### src/rtl/qinj_scan_controller.sv
// Charge-injection scan controller: walks a pixel range, holding QInjEn on each pixel
// and issuing a train of QInj pulses. Define QINJ_SCAN_BROADCAST_EN for all-pixel mode.
module qinj_scan_controller #(
    parameter int unsigned SETTLE = 4
) (
    input  logic         CLK40,
    input  logic         RST,
    input  logic         start,
    input  logic         abort,
    input  logic [7:0]   startPix,
    input  logic [7:0]   stopPix,
    input  logic [7:0]   nPulses,
    input  logic [7:0]   gap,
`ifdef QINJ_SCAN_BROADCAST_EN
    input  logic         broadcast,
`endif
    output logic [255:0] QInjEn,
    output logic         QInj,
    output logic         busy,
    output logic         done,
    output logic [7:0]   curPix
);

    typedef enum logic [2:0] {
        S_IDLE   = 3'd0,
        S_SETTLE = 3'd1,
        S_PULSE  = 3'd2,
        S_GAP    = 3'd3,
        S_NEXT   = 3'd4,
        S_DONE   = 3'd5
    } state_t;

    localparam logic [7:0] SETTLE_LAST = 8'(SETTLE - 1);

    state_t       r_state;
    logic [7:0]   r_cnt;
    logic [7:0]   r_pulses;
    logic [7:0]   r_stop_pix;
    logic [7:0]   r_npulses;
    logic [7:0]   r_gap;
    logic [255:0] r_qinjen;
    logic         r_qinj;
    logic         r_busy;
    logic         r_done;
    logic [7:0]   r_cur_pix;
    logic         w_bcast_in;
    logic         w_bcast;
    logic         w_accept;

    function automatic logic [255:0] f_enables(input logic [7:0] pix, input logic bc);
        if (bc) begin
            return {256{1'b1}};
        end else begin
            return 256'd1 << pix;
        end
    endfunction

    assign w_accept = start && !abort;

`ifdef QINJ_SCAN_BROADCAST_EN
    logic r_bcast;
    assign w_bcast_in = broadcast;
    assign w_bcast    = r_bcast;

    // Latch the broadcast selection together with the rest of the scan config.
    always_ff @(posedge CLK40) begin
        if (RST) begin
            r_bcast <= 1'b0;
        end else if (r_state == S_IDLE && w_accept) begin
            r_bcast <= broadcast;
        end else begin
            r_bcast <= r_bcast;
        end
    end
`else
    assign w_bcast_in = 1'b0;
    assign w_bcast    = 1'b0;
`endif

    // Scan sequencer; every output is registered alongside the state it belongs to.
    always_ff @(posedge CLK40) begin
        if (RST) begin
            r_state    <= S_IDLE;
            r_cnt      <= 8'd0;
            r_pulses   <= 8'd0;
            r_stop_pix <= 8'd0;
            r_npulses  <= 8'd0;
            r_gap      <= 8'd0;
            r_qinjen   <= 256'd0;
            r_qinj     <= 1'b0;
            r_busy     <= 1'b0;
            r_done     <= 1'b0;
            r_cur_pix  <= 8'd0;
        end else if (r_state != S_IDLE && abort) begin
            r_state  <= S_IDLE;
            r_qinjen <= 256'd0;
            r_qinj   <= 1'b0;
            r_busy   <= 1'b0;
            r_done   <= 1'b0;
        end else begin
            r_qinj <= 1'b0;
            r_done <= 1'b0;
            case (r_state)
                S_IDLE: begin
                    if (w_accept) begin
                        r_stop_pix <= stopPix;
                        r_npulses  <= (nPulses == 8'd0) ? 8'd1 : nPulses;
                        r_gap      <= (gap == 8'd0) ? 8'd1 : gap;
                        r_cur_pix  <= startPix;
                        r_cnt      <= SETTLE_LAST;
                        r_pulses   <= 8'd0;
                        r_qinjen   <= f_enables(startPix, w_bcast_in);
                        r_busy     <= 1'b1;
                        r_state    <= S_SETTLE;
                    end else begin
                        r_state <= S_IDLE;
                    end
                end
                S_SETTLE: begin
                    if (r_cnt == 8'd0) begin
                        r_state  <= S_PULSE;
                        r_qinj   <= 1'b1;
                        r_pulses <= r_pulses + 8'd1;
                    end else begin
                        r_cnt <= r_cnt - 8'd1;
                    end
                end
                S_PULSE: begin
                    r_state <= S_GAP;
                    r_cnt   <= r_gap - 8'd1;
                end
                S_GAP: begin
                    if (r_cnt != 8'd0) begin
                        r_cnt <= r_cnt - 8'd1;
                    end else if (r_pulses < r_npulses) begin
                        r_state  <= S_PULSE;
                        r_qinj   <= 1'b1;
                        r_pulses <= r_pulses + 8'd1;
                    end else begin
                        r_state  <= S_NEXT;
                        r_qinjen <= 256'd0;
                    end
                end
                S_NEXT: begin
                    // Broadcast covers every pixel at once, so it never advances.
                    if (r_cur_pix == r_stop_pix || w_bcast) begin
                        r_state <= S_DONE;
                        r_done  <= 1'b1;
                    end else begin
                        r_cur_pix <= r_cur_pix + 8'd1;
                        r_cnt     <= SETTLE_LAST;
                        r_pulses  <= 8'd0;
                        r_qinjen  <= f_enables(r_cur_pix + 8'd1, 1'b0);
                        r_state   <= S_SETTLE;
                    end
                end
                S_DONE: begin
                    r_state <= S_IDLE;
                    r_busy  <= 1'b0;
                end
                default: begin
                    r_state  <= S_IDLE;
                    r_qinjen <= 256'd0;
                    r_busy   <= 1'b0;
                end
            endcase
        end
    end

    assign QInjEn = r_qinjen;
    assign QInj   = r_qinj;
    assign busy   = r_busy;
    assign done   = r_done;
    assign curPix = r_cur_pix;

endmodule

### config.mk
export PLATFORM = sky130hd
export DESIGN_NAME = qinj_scan_controller
export DESIGN_NICKNAME = d
export VERILOG_FILES = /design/src/rtl/qinj_scan_controller.sv
export SDC_FILE = /design/constraint.sdc
export NUM_CORES = 1
export LEC_CHECK = 0
export CAP_MARGIN = 20
export CORE_UTILIZATION = 25
export CTS_CLUSTER_DIAMETER = 80
export CTS_CLUSTER_SIZE = 40
export DETAILED_ROUTE_END_ITERATION = 10
export GPL_TIMING_DRIVEN = 0
export PLACE_DENSITY = 0.45
export SLEW_MARGIN = 20
export SYNTH_ARGS = -nofsm -noshare
export SYNTH_HDL_FRONTEND = slang
export SYNTH_SLANG_ARGS = --single-unit
### constraint.sdc
create_clock -name CLK40 -period 3.1 [get_ports CLK40]
set_clock_uncertainty 0.05 [all_clocks]
set_input_delay 0.775 -clock CLK40 [delete_from_list [all_inputs] [get_ports CLK40]]
set_output_delay 0.775 -clock CLK40 [all_outputs]
set_load 0.02 [all_outputs]
==> impl_metrics.ini <==
[run_status]
outcome = complete, no violations

[layout]
seqCellArea_um2 = 6210
multi_input_area_um2 = 5010
drive_above_1_share_pct = 10.3
nets = 1475
fillCellCount = 4486
n_antenna_cell = 0
fin_cells = 2033
syn2layout_area_growth_pct = 42.5

[route]
num_vias = 9947
route.detailed.drc = 0
drtIter0Drc = 613
viasPerCell = 4.89
first_pass_iters = 5
ant_nets = 0
wirelength_um = 43700
wl_per_cell_um = 21.5

[global_routing]
grt_max_degree = 35
grt_first_pass_wirelength_um = 64900
grt_pass1_vias = 9784
gr-total-overflow = 0
grt.total_usage_pct = 18.3
antenna_found_initial = 2

[critical_path]
cp-end-kind = register
crit_fanout = 10
critPathKind = register to register
cp-start-kind = register
reg2reg_depth = 8
cp.required_ps = 3530
crit_arrival_ps = 3340

[clock_network]
hold_buffers = 0
htreeDepth = 1
cts_tree = built
clock_sinks = 310
clkTransAtPathRegs_ps = 100
clk_latency_ps = 540
numCtsBuffers = 19
root_buffer = clkbuf_16
cts_buffer_depth = 3

[place]
pre_cts_ws_ps = -913
port_buffers = 301
place_congestion = 0.811
placed_cells = 1988
dpl.hpwl_um = 32800

[yosys]
synth_edf_count = 0
avgSynthCellArea_um2 = 10.4
ys_ff_latch = 310
synthCells = 1093
ys_seq_area_share_pct = 54.4
synth_nets = 1139
ys_warn_count = 0
post_synth_instance_area_um2 = 11400
ys.flop_type = dfxtp_1
ys_async_sr_fraction_pct = 0
yosys.cell_types.count = 64

[sta]
slew_headroom_pct = 41.0
setup_violations = 0
rsz0062_at_grt = yes
tightest_slew_ps = 876
timing.final.crit_share_pct = 93.7
finalHoldViolations = 0
fmax_mhz = 344
maxSlewViolCount = 0
period_needed_ps = 2900
layout_setup_ws_ps = 197

[power]
leakage_nw = 5.76
powerDensity_nw_per_um2 = 533
ir_worst_vdd_uv = 310
total_power_mw = 8.67

[die]
core.rowCount = 77
fp.dieW_um = 216
initial_core_util_pct = 25.6
io_pins = 303
die_h_um = 216
fp.coreArea_um2 = 44600
dieArea_um2 = 46500

[job]
cap_viol_max_count = 0

[worst_hold_path]
worstHoldPathType = register to register
whs_path_depth = 2
## critical path, cell delays in order, from the launching register on
cell and delay [ps]:
dfxtp_2 450, ha_1 270, nand3_1 240, o21a_1 290
o31ai_4 380, buf_2 370, nand2_1 290, nor2_4 340
a22o_1 160
## synth_stat cells (all sizes together) (2+ instances only)
cell / n / area (µm²)
dfxtp: 310 / 6210
a22o: 201 / 1770
nand2: 90 / 338
a21oi: 63 / 315
o2bb2ai: 56 / 490
nor2: 53 / 228
buf: 48 / 256
nor3: 32 / 160
clkbuf: 29 / 110
inv: 20 / 75.1
nand3: 18 / 90.1
o21ai: 14 / 70.1
xor2: 13 / 114
nor4: 11 / 109
ha: 10 / 125
nand4: 9 / 62.6
o31ai: 9 / 72.6
and3: 8 / 50.1
o32ai: 8 / 70.1
or3: 7 / 43.8
or4: 7 / 56.3
and2: 6 / 37.5
and4: 6 / 52.6
nor2b: 6 / 37.5
nand2b: 5 / 31.3
o21a: 5 / 37.5
or2: 5 / 31.3
a211oi: 4 / 30.0
a31oi: 4 / 25.0
mux2i: 4 / 40.0
xnor2: 4 / 35.0
a32o: 3 / 30.0
nor3b: 3 / 27.5
a2111oi: 2 / 17.5
a221oi: 2 / 17.5
nand3b: 2 / 15.0
o211ai: 2 / 15.0
o41ai: 2 / 17.5
## power breakdown
part,switching [mW],internal [mW]
Clock,1.73,1.38
Combinational,0.999,0.423
Sequential,0.0846,4.06
Total,2.81,5.86
## cells in the final DEF (no fill, tap or decap), types with 8 or more instances in the layout
| cell | synthesis | final |
|---|---|---|
| dfxtp_1 | 310 | 309 |
| clkdlybuf4s50_1 | 0 | 301 |
| a22o_1 | 200 | 200 |
| nand2_1 | 90 | 90 |
| a21oi_1 | 63 | 62 |
| o2bb2ai_1 | 56 | 56 |
| nor2_1 | 47 | 32 |
| buf_2 | 28 | 28 |
| clkbuf_1 | 28 | 26 |
| nor3_1 | 32 | 21 |
| inv_1 | 20 | 20 |
| clkbuf_16 | 0 | 19 |
| buf_4 | 3 | 17 |
| nand3_1 | 18 | 17 |
| xor2_1 | 13 | 13 |
| o21ai_0 | 13 | 13 |
| nor2_4 | 0 | 12 |
| nor3_2 | 0 | 11 |
| ha_1 | 10 | 10 |
| buf_1 | 13 | 9 |
| nand4_1 | 8 | 8 |
| and3_1 | 8 | 8 |
| nor2_2 | 5 | 8 |
| o32ai_1 | 8 | 8 |
| o31ai_1 | 8 | 8 |
## metrics by stage
step,setup TNS (ps),utilization [%],hold slack (ps),instance area (µm²)
detailed placement,-95720,34.2,396,15300
global placement,-104220,34.0,394,15200
floorplan,0,-,386,11400
CTS,-1450,36.1,417,16100
finish,0,36.5,414,16300
global route,-15.2,36.5,437,16300
## kinds of logic (layout without fill, tap and decap cells)
group           count (synthesis)  in the layout  synth area share, %
xor+xnor                       17             17                 1.30
mux                             5              5                0.450
compound gates                383            383                 26.7
flops                         310            310                 54.4
simple gates                  269            269                 12.1
buf+inv                        98            446                 3.90
fa+ha+maj                      11             11                 1.18
## registers in the layout, summed over array words and instances, names as in the netlist
name / cells
r_pulses: 8
busy: 1
QInjEn: 256
r_npulses: 8
done: 1
QInj: 1
curPix: 8
r_stop_pix: 8
r_gap: 8
r_cnt: 8
r_state: 3
## metal layers
layer | part of all wire, % | wire length (µm) | global-route usage (%)
met1 | 46 | 20100 | 24.4
met2 | 46 | 20200 | 29.9
met3 | 5.9 | 2570 | 3.76
met4 | 2.0 | 891 | 4.75
met5 | 0.053 | 23 | 0
## area by class of cell
cell class	instances	area share, %
flip-flops and latches	310	38.2
plain buffers	77	2.32
multi-input cells	685	30.8
clock buffers	19	2.92
well taps	592	4.55
clock inverters	14	1.60
repair buffers	315	19.2
inverters	21	0.485
## what timing repair did
| action | in CTS | in global routing |
|---|---|---|
| setup buffers | 3 | 9 |
| hold endpoints to repair | 0 | 0 |
| gates resized for setup | 27 | 22 |
| pin swaps | 3 | 6 |
| setup endpoints to repair | 189 | 229 |
## final timing paths
| kind | start | slack, ps | end |
|---|---|---|---|
| max reg2reg | curPix[1] | 200 | QInjEn[12] |
| min reg2reg | r_npulses[7] | 410 | r_npulses[7] |
| min | r_npulses[7] | 410 | r_npulses[7] |
| max | curPix[1] | 200 | QInjEn[12] |
No activity file was read; power rests on OpenSTA's default activity.
